**src/rtl/ifetch_unit.sv**
```systemverilog
// ifetch_unit: PC holder issuing one imem word read per cycle into a 2-entry decode buffer.
// Define IFETCH_STATS_EN to add saturating fetch/stall counters.
module ifetch_unit #(
    parameter logic [31:0] RESET_PC   = 32'h0000_0000,
    parameter int unsigned IMEM_BYTES = 4096,
    parameter int unsigned BUF_DEPTH  = 2
) (
    input  logic        clk,
    input  logic        rst_n,
    output logic [31:0] imem_addr,
    output logic        imem_write_en,
    output logic [31:0] imem_write_data,
    input  logic [31:0] imem_read_data,
    input  logic        redirect_valid,
    input  logic [31:0] redirect_pc,
    output logic        inst_valid,
    input  logic        inst_ready,
    output logic [31:0] inst_data,
    output logic [31:0] inst_pc,
    output logic        inst_fault
`ifdef IFETCH_STATS_EN
    ,
    output logic [31:0] stat_fetch_count,
    output logic [31:0] stat_stall_count
`endif
);
    localparam logic [31:0] LAST_PC = 32'(IMEM_BYTES - 4);

    typedef enum logic {RUN, HALT} state_t;
    typedef struct packed {
        logic [31:0] pc;
        logic [31:0] data;
        logic        fault;
    } entry_t;

    state_t      state_q;
    logic [31:0] fetch_pc_q, tag_pc_q;
    logic        inflight_q, tag_fault_q;
    logic [1:0]  count_q;
    entry_t      head_q, second_q;

    logic   issue, push, pop, bad_pc;
    entry_t resp;

    assign imem_addr       = fetch_pc_q;
    assign imem_write_en   = 1'b0;
    assign imem_write_data = 32'h0;
    assign inst_valid      = count_q != 2'd0;
    assign inst_pc         = head_q.pc;
    assign inst_data       = head_q.data;
    assign inst_fault      = head_q.fault;

    always_comb begin
        bad_pc = (fetch_pc_q[1:0] != 2'b00) || (fetch_pc_q > LAST_PC);
        // Credit counts pre-edge occupancy only; a same-cycle pop does not free a slot.
        issue  = (state_q == RUN) && !redirect_valid &&
                 (({1'b0, count_q} + {2'b00, inflight_q}) < 3'(BUF_DEPTH));
        push   = inflight_q && !redirect_valid;
        pop    = inst_valid && inst_ready;
        resp   = '{pc: tag_pc_q, data: tag_fault_q ? 32'hFFFF_FFFF : imem_read_data, fault: tag_fault_q};
    end

    always_ff @(posedge clk or negedge rst_n) begin
        if (!rst_n) begin
            state_q     <= RUN;
            fetch_pc_q  <= RESET_PC;
            tag_pc_q    <= 32'h0;
            tag_fault_q <= 1'b0;
            inflight_q  <= 1'b0;
            count_q     <= 2'd0;
            head_q      <= '0;
            second_q    <= '0;
        end else if (redirect_valid) begin
            state_q    <= RUN;
            fetch_pc_q <= redirect_pc;
            inflight_q <= 1'b0;
            count_q    <= 2'd0;
        end else begin
            inflight_q <= issue;
            if (issue) begin
                tag_pc_q    <= fetch_pc_q;
                tag_fault_q <= bad_pc;
                fetch_pc_q  <= fetch_pc_q + 32'd4;
                if (bad_pc) state_q <= HALT;
            end
            count_q <= count_q + 2'(push) - 2'(pop);
            // Head is kept in a register so outputs hold their last value once drained.
            if (pop) begin
                if (count_q == 2'd2) head_q <= second_q;
                else if (push) head_q <= resp;
            end else if (push) begin
                if (count_q == 2'd0) head_q <= resp;
                else second_q <= resp;
            end
        end
    end

`ifdef IFETCH_STATS_EN
    always_ff @(posedge clk or negedge rst_n) begin
        if (!rst_n) begin
            stat_fetch_count <= 32'h0;
            stat_stall_count <= 32'h0;
        end else begin
            if (pop && stat_fetch_count != 32'hFFFF_FFFF) stat_fetch_count <= stat_fetch_count + 32'd1;
            if (inst_valid && !inst_ready && stat_stall_count != 32'hFFFF_FFFF)
                stat_stall_count <= stat_stall_count + 32'd1;
        end
    end
`endif
endmodule

```
**config.mk**
```make
export PLATFORM = sky130hd
export DESIGN_NAME = ifetch_unit
export DESIGN_NICKNAME = d
export VERILOG_FILES = /design/src/rtl/ifetch_unit.sv
export SDC_FILE = /design/constraint.sdc
export NUM_CORES = 1
export LEC_CHECK = 0
export CORE_MARGIN = 1
export CORE_UTILIZATION = 44
export CTS_CLUSTER_DIAMETER = 120
export DETAILED_ROUTE_END_ITERATION = 7
export PLACE_DENSITY = 0.71
export SYNTH_ARGS = -nofsm -noshare
export SYNTH_HDL_FRONTEND = slang
export SYNTH_SLANG_ARGS = --single-unit
export TNS_END_PERCENT = 1
```
**constraint.sdc**
```tcl
create_clock -name clk -period 5.48 [get_ports clk]
set_clock_uncertainty 0.2 [all_clocks]
set_input_delay 0.548 -clock clk [delete_from_list [all_inputs] [get_ports clk]]
set_output_delay 0.548 -clock clk [all_outputs]
set_load 0.05 [all_outputs]
```
======== Word level (Yosys, flattened, before mapping) ========
Index checks and enable logic that the tools add are counted.
word-level totals
  register bits ........................... 199
  input bits .............................. 68
  logic and storage cells ................. 54
operators by class
  $add $sub $neg .......................... 4
  magnitude comparators ................... 2
  eq/ne operators ......................... 1
  muxes and demuxes ....................... 13
  bitwise gates (word level) .............. 4
  reduce and logical (&&, ||, !) cells .... 18
operators with widths
  operator                                                         number
  2-to-1 mux 65 bit                                                5
  2-to-1 mux 32 bit                                                3
  adder 32 x 3 -> 32 bit, second input constant                    1
  greater-than comparator 32 x 12 -> 1 bit, second input constant  1
  nonzero test 2 bit                                               7
  AND reduction 4 bit                                              2
  logical AND 1 bit                                                4
  2-to-1 mux 1 bit                                                 4
  NOT 1 bit                                                        4
  AND reduction 2 bit                                              2
  adder 2 x 1 -> 3 bit                                             1
  less-than comparator 3 x 2 -> 1 bit, second input constant       1
  adder 2 x 1 -> 2 bit                                             1
  == test 2 bit, second input constant                             1
  zero test 2 bit                                                  1
  2-to-1 mux 2 bit                                                 1
  subtractor 2 x 1 -> 2 bit                                        1
  zero test 1 bit                                                  1
  logical OR 1 bit                                                 1

======== Logic depth before layout (Yosys ltp) ========
Gate-level depths: netlist of run 1.
  depth in word-level cells ............... 5
  gate-level depth with buffers ........... 9
  mapped depth without buffers ............ 8

======== Worst setup path after synthesis of run 1 ========
OpenSTA, ideal clock, no wires.
  path kind ............................... reg-to-reg
  start point ............................. register fetch_pc_q[10], in the netlist imem_addr[10]
  end point ............................... register fetch_pc_q[23], in the netlist imem_addr[23]
  library setup time ...................... 126 ps
  arrival ................................. 2,020 ps
  path slack .............................. 3,134 ps
  cell stages (with the launch flop) ...... 7
  path buffers ............................ 1
  period minus slack after synthesis ...... 2,346 ps
  cell sequence ........................... dfrtp_1 > clkbuf_2 > nand4_1 > nor4_4 > a31oi_1 > a41o_1 > a221o_1
between the ends
  longest elaborated chain between the ends .. 3
RTL lines
  what                      line  RTL
  start: declaration        37    logic [31:0] fetch_pc_q, tag_pc_q;
  start signal: assignment  75    fetch_pc_q <= redirect_pc;
  start signal: assignment  83    fetch_pc_q <= fetch_pc_q + 32'd4;
  adder 32 x 3 -> 32 bit    83
  2-to-1 mux 32 bit         80    if (issue) begin
  2-to-1 mux 32 bit         73    end else if (redirect_valid) begin
No other way between the ends. The select of a mux whose other input is x is not followed.
A chain may end at the register's enable or synchronous reset.

======== Worst setup path after layout of run 1 ========
  start point ............................. input redirect_valid
  end point ............................... register fetch_pc_q[7], in the netlist imem_addr[7]
between the ends
  longest elaborated chain between the ends .. 4
  elaborated cells on any way between the ends .. 5
  those cells by class .................... mux (1); reduce/logical (4)
RTL lines
  what                                 line  RTL
  start: declaration                   14    input logic redirect_valid,
  zero test 1 bit                      56    issue = (state_q == RUN) && !redirect_valid &&
  logical AND 1 bit (2 in series)      56
  nonzero test 2 bit (no source line)  --
Parallel ways exist; a longest one is shown, timed or not.

==> flow_metrics.py, run 1 <==
metrics = {
    "status": {
        "status": "finished, final reports clean",
    },
    "finish": {
        "final_cell_mix": "nand2_1 (227), dfrtp_1 (199), clkdlybuf4s50_1 (163)",
        "nets": 1143,
        "n_antenna_cell": 0,
        "drive_gt1_frac": 0.0775,
        "synthToLayoutAreaGrowth_pct": 25.1,
        "fillers": 1748,
        "design_area_um2": 11300,
        "final_cells": 1349,
        "post-route-util": 0.570,
        "final_common_cell": "nand2_1",
    },
    "run": {
        "drv_cap": 0,
    },
    "yosys": {
        "seq_area_frac_synth": 0.553,
        "synth_edf_count": 0,
        "synth.avg_cell_area_um2": 9.61,
        "syn-cell-area_um2": 9010,
        "synth_top_area_frac": 0.553,
        "synth_ff_type": "dfrtp_1",
        "async_reset_ff_frac": 1.00,
        "synth_top_cell_by_area": "dfrtp_1",
        "ys_seq_elements": 199,
        "synth.area.top_cells": "dfrtp_1 (55%), nand2_1 (9.5%), o21ai_0 (6.6%), mux2_2 (4.4%), mux2i_1 (3.9%)",
        "ys.warnings.count": 0,
        "synth_cells": 938,
        "synth_cell_types": 50,
    },
    "placement": {
        "hpwl_mm": 13.4,
        "placed_area_um2": 10700,
        "place_inst": 1317,
        "portBuffers": 165,
        "place.gp.congestion": 0.854,
    },
    "timing": {
        "setup-tns-final_ns": 0,
        "max_freq_mhz": 356,
        "worst_slew_pin_slew_ns": 1.14,
        "final_hold_viol_count": 0,
        "rsz0062_at_grt": "false",
        "period_share": 0.513,
        "setup_violations": 0,
        "slew_violations": 0,
        "period_minus_slack_ns": 2.81,
        "slew_headroom": 0.239,
    },
    "setup_path": {
        "cp_slowest_cell": "a2111o_2",
        "critPathMostFrequentCell": "buf_4",
        "slowest_delay_ns": 0.64,
        "cpLargestDelayFamily": "buffers and inverters",
        "crit_chain": "buf_2 -> buf_4 -> a2111o_2 -> inv_1 -> buf_4 -> o21ai_0 -> nand2_1 -> a221o_1",
        "cp.buffers_inverters": 4,
        "start_kind": "primary input",
        "path_class": "primary input to flop",
        "crit_fanout": 55,
        "critPathRequiredTime_ns": 5.60,
        "cp-end-kind": "flop",
        "worst_ep_arrival_time_ns": 2.93,
    },
    "die": {
        "die_w_um": 145,
        "die-area_um2": 21100,
        "coreArea_um2": 19800,
        "fp.dieH_um": 145,
        "io_pins": 199,
        "initial_core_util": 0.455,
        "std_cell_rows": 51,
    },
    "grt": {
        "grtUsageTotal": 0.200,
        "grt_max_degree": 110,
        "antenna_found_initial": 0,
        "grt_pass1_vias": 6444,
        "grt_pass1_wl_mm": 33.9,
        "overflow": 0,
    },
    "route": {
        "vias": 6856,
        "wl_per_cell_um": 15.0,
        "ant_nets": 0,
        "drc_errors": 0,
        "dr.pass1.iters": 5,
        "wirelength_mm": 20.2,
        "vias_per_cell": 5.08,
        "drt_iter0_markers": 313,
    },
    "clock_network": {
        "root_buffer": "clkbuf_16",
        "cts_tree": "done",
        "clock_latency_ns": 0.43,
        "clk_path_buf_depth": 2,
        "cts_sinks": 199,
        "cts_hold_buf": 0,
        "cts_made_buffers": 17,
        "post_cts_resized": 0,
        "cts.htree.levels": 4,
        "post_cts_buffers": 0,
        "clk_pin_slew_ns": 0.07,
    },
    "worst_hold_path": {
        "min_path_type": "primary input to async pin",
    },
    "power": {
        "vdd_drop_max_mv": 0.250,
        "totalPowerFinal_uw": 6530,
        "p_leak_uw": 0.00527,
        "power_density_nw_per_um2": 580,
    },
}
state kept, by name, summed over array words and instances, names as in the netlist:
register and cells:
count_q 2, imem_addr 32, inflight_q 1, inst_data 32, inst_fault 1, inst_pc 32
second_q 65, state_q 1, tag_fault_q 1, tag_pc_q 32
final cells by class:
cell class	instances	area, µm²	area share
clock inverters	13	145	0.0129
clock buffers	19	433	0.0384
inverters	8	30.0	0.00266
flip-flops and latches	199	4980	0.442
repair buffers	174	1720	0.152
well taps	265	332	0.0294
multi-input cells	671	3630	0.322
power by group:
group / total [µW] / leakage (µW) / internal (µW) / switching (µW)
sequential: 2530 / 0.00249 / 2090 / 439
clock: 1240 / 0.000280 / 680 / 557
combinational: 2770 / 0.00250 / 959 / 1810
cell usage after synthesis (4+ instances only):
| cell | count |
|---|---|
| nand2_1 | 227 |
| dfrtp_1 | 199 |
| o21ai_0 | 118 |
| nor2_1 | 77 |
| clkbuf_1 | 38 |
| a21oi_1 | 36 |
| mux2_2 | 35 |
| mux2i_1 | 35 |
| buf_4 | 33 |
| buf_2 | 14 |
| nand3_1 | 13 |
| nand4_1 | 12 |
| o211ai_1 | 9 |
| inv_1 | 8 |
| nand3b_1 | 7 |
| nor4_1 | 7 |
| a221o_1 | 6 |
| nand2b_1 | 5 |
| a22oi_1 | 4 |
| and3_1 | 4 |
| buf_1 | 4 |
| ha_1 | 4 |
| nor2b_1 | 4 |
| nor3_1 | 4 |
through the flow:
| step | hold WS (ns) | worst slack (ns) |
|---|---|---|
| after global placement | 0.261 | 2.29 |
| after detailed placement | 0.269 | 2.23 |
| final | 0.0350 | 2.67 |
| after global routing | 0.101 | 2.50 |
| after CTS | 0.0661 | 2.70 |
| after floorplan | 0.0524 | 3.13 |
layer usage:
metal | GRT usage | part of all wire | up-vias
met1 | 0.295 | 0.49 | 3234
met4 | 0.0468 | 0.0091 | 0
met5 | 0 | 0 | -
li1 | - | - | 3404
met3 | 0.0456 | 0.055 | 17
met2 | 0.296 | 0.45 | 201
final timing paths:
| path | cells after the start | start | slack, ns | end |
|---|---|---|---|---|
| max | 8 | redirect_valid | 2.67 | imem_addr[7] |
| min | 1 | rst_n | 0.04 | inst_data[27] |
| max reg2reg | 6 | inflight_q | 2.83 | imem_addr[21] |
| min reg2reg | 2 | inst_fault | 0.28 | inst_fault |
| max in group asynchronous | 2 | rst_n | 3.87 | inst_pc[4] |
| min in group clk | 2 | inst_fault | 0.28 | inst_fault |
logic make-up (layout without fill, tap and decap cells):
group / count (synthesis) / count (layout) / synth area share
other: 1 / 33 / 0.000416
XOR/XNOR: 5 / 5 / 0.00486
AND/OR/NAND/NOR: 373 / 373 / 0.179
AO/OA/AOI/OAI: 186 / 186 / 0.116
adder cells (fa/ha/maj): 4 / 4 / 0.00556
flip-flops: 199 / 199 / 0.553
buffers and inverters: 100 / 214 / 0.0592
multiplexers: 70 / 70 / 0.0826
Power figures use the tool's default switching activity.
==> inputs of run 2 (changes only) <==
clock period = 2.75 ns   (was 5.48 ns; I/O delays follow)
==> flow_metrics.py, run 2 (synthesis gave the netlist of run 1 again) <==
metrics = {
    "status": {
        "status": "finished, final reports clean",
    },
    "setup_path": {
        "critPathRequiredTime_ns": 2.28,
        "crit_fanout": 4,
        "start_kind": "flop",
        "path_class": "flop to primary output",
        "worst_ep_arrival_time_ns": 1.89,
        "cp-end-kind": "primary output",
    },
    "power": {
        "p_leak_uw": 0.00534,
        "internal-power_uw": 7480,
        "vdd_drop_max_mv": 0.577,
        "power_frac_seq": 0.384,
        "power_switching_uw": 5570,
        "pwr-share-comb": 0.429,
        "swShare": 0.427,
        "clkPwrFrac": 0.186,
        "power_density_nw_per_um2": 1140,
    },
    "die": {
        "fp.dieH_um": 145,
        "std_cell_rows": 51,
        "die_w_um": 145,
        "initial_core_util": 0.455,
        "io_pins": 199,
        "die-area_um2": 21100,
        "coreArea_um2": 19800,
    },
    "route": {
        "vias_per_cell": 5.14,
        "drt_iter0_markers": 301,
        "ant_nets": 0,
        "drc_errors": 0,
        "wl_per_cell_um": 15.2,
        "vias": 6980,
        "dr.pass1.iters": 7,
        "wirelength_mm": 20.6,
    },
    "timing": {
        "period_share": 0.859,
        "slew_headroom": 0.470,
        "worst_slew_pin_slew_ns": 0.784,
        "period_minus_slack_ns": 2.36,
        "rsz0062_at_grt": "false",
        "final_hold_viol_count": 0,
        "setup-tns-final_ns": 0,
        "hold-worst-slack_ns": 0.171,
        "max_freq_mhz": 423,
        "slew_violations": 0,
        "layout_setup_ws_ns": 0.387,
        "setup_violations": 0,
    },
    "placement": {
        "hpwl_mm": 13.6,
        "preCtsSetupSlack_ns": 0.441,
        "place.gp.congestion": 0.837,
        "portBuffers": 165,
    },
    "grt": {
        "overflow": 0,
        "grt_max_degree": 131,
        "grtUsageTotal": 0.200,
        "grt_pass1_wl_mm": 34.0,
        "antenna_found_initial": 0,
        "grt_pass1_vias": 6515,
    },
    "clock_network": {
        "cts_made_buffers": 17,
        "post_cts_resized": 0,
        "clk_pin_slew_ns": 0.07,
        "clock_latency_ns": 0.42,
        "cts_tree": "done",
        "cts_sinks": 199,
        "cts.htree.levels": 4,
        "root_buffer": "clkbuf_16",
        "clk_path_buf_depth": 2,
    },
    "finish": {
        "drive_gt1_frac": 0.0833,
        "final_common_cell": "nand2_1",
        "final_cell_mix": "nand2_1 (227), dfrtp_1 (199), clkdlybuf4s50_1 (163)",
        "largest_reg_flops": 65,
        "regMostFlops": "second_q",
        "nets": 1153,
        "synthToLayoutAreaGrowth_pct": 26.6,
        "n_antenna_cell": 0,
    },
    "run": {
        "drv_cap": 0,
    },
    "worst_hold_path": {
        "min_path_type": "primary input to flop",
    },
}
==> run 2: cell count changes in the layout (fill, tap and decap cells not counted), sizes merged <==
cell,previous run,this run
dlygate4sd3,0,1
buf,10,19
clkbuf,20,22
inv,13,10
==> run 2: final timing paths <==
kind / startpoint / end / slack, ns / cells after the start
worst max-delay path: count_q[1] / inst_valid / 0.39 / 3
worst min-delay path: redirect_valid / tag_pc_q[22] / 0.17 / 3
worst max register to register: imem_addr[14] / state_q / 0.42 / 3
worst min register to register: inst_fault / inst_fault / 0.28 / 2
max in group asynchronous: rst_n / second_q[13] / 1.37 / 3
min in group asynchronous: rst_n / inst_data[27] / 0.23 / 2
==> run 2: routing by layer <==
metal  global-route usage  wire, µm
met1                0.296      9980
met4               0.0568       244
met2                0.291      9270
met5                    0         0
met3               0.0443      1090
==> run 2: area by class of cell <==
| class | count | area [µm²] |
|---|---|---|
| repair buffers | 184 | 1860 |
| flip-flops and latches | 199 | 4980 |
| inverters | 8 | 30.0 |
| clock inverters | 10 | 120 |
| well taps | 265 | 332 |
| multi-input cells | 671 | 3630 |
| fillers | 1726 | 8380 |
| clock buffers | 21 | 450 |
==> run 2: metrics by stage <==
| stage | utilization | instance area [µm²] | std cells | total power [µW] |
|---|---|---|---|---|
| floorplan | - | 9130 | 970 | 8780 |
| global placement | 0.547 | 10800 | 1326 | 10600 |
| global route | 0.576 | 11400 | 1358 | 13800 |
| finish | 0.576 | 11400 | 1358 | 13100 |
| CTS | 0.576 | 11400 | 1358 | 13200 |
| detailed placement | 0.547 | 10800 | 1326 | 10700 |
==> run 2: what timing repair did <==
item | CTS | global route
buffers inserted | 0 | 0
endpoints found under the hold margin | 70 | 0
hold buffers | 1 | 0
==> run 2: critical path, cell delays in order (launching register included) <==
cell             delay [ns]
dfrtp_1                0.42
nor2_1                 0.22
inv_1                  0.11
clkdlybuf4s50_1        0.71
==> run 2: power groups by stage <==
stage,registers [µW],clock network (µW),logic (µW)
finish,5010,2430,5610
global route,5180,2600,6060
CTS,5010,2500,5660
detailed placement,5070,0,5640
global placement,5010,0,5540
floorplan,6680,0,2100
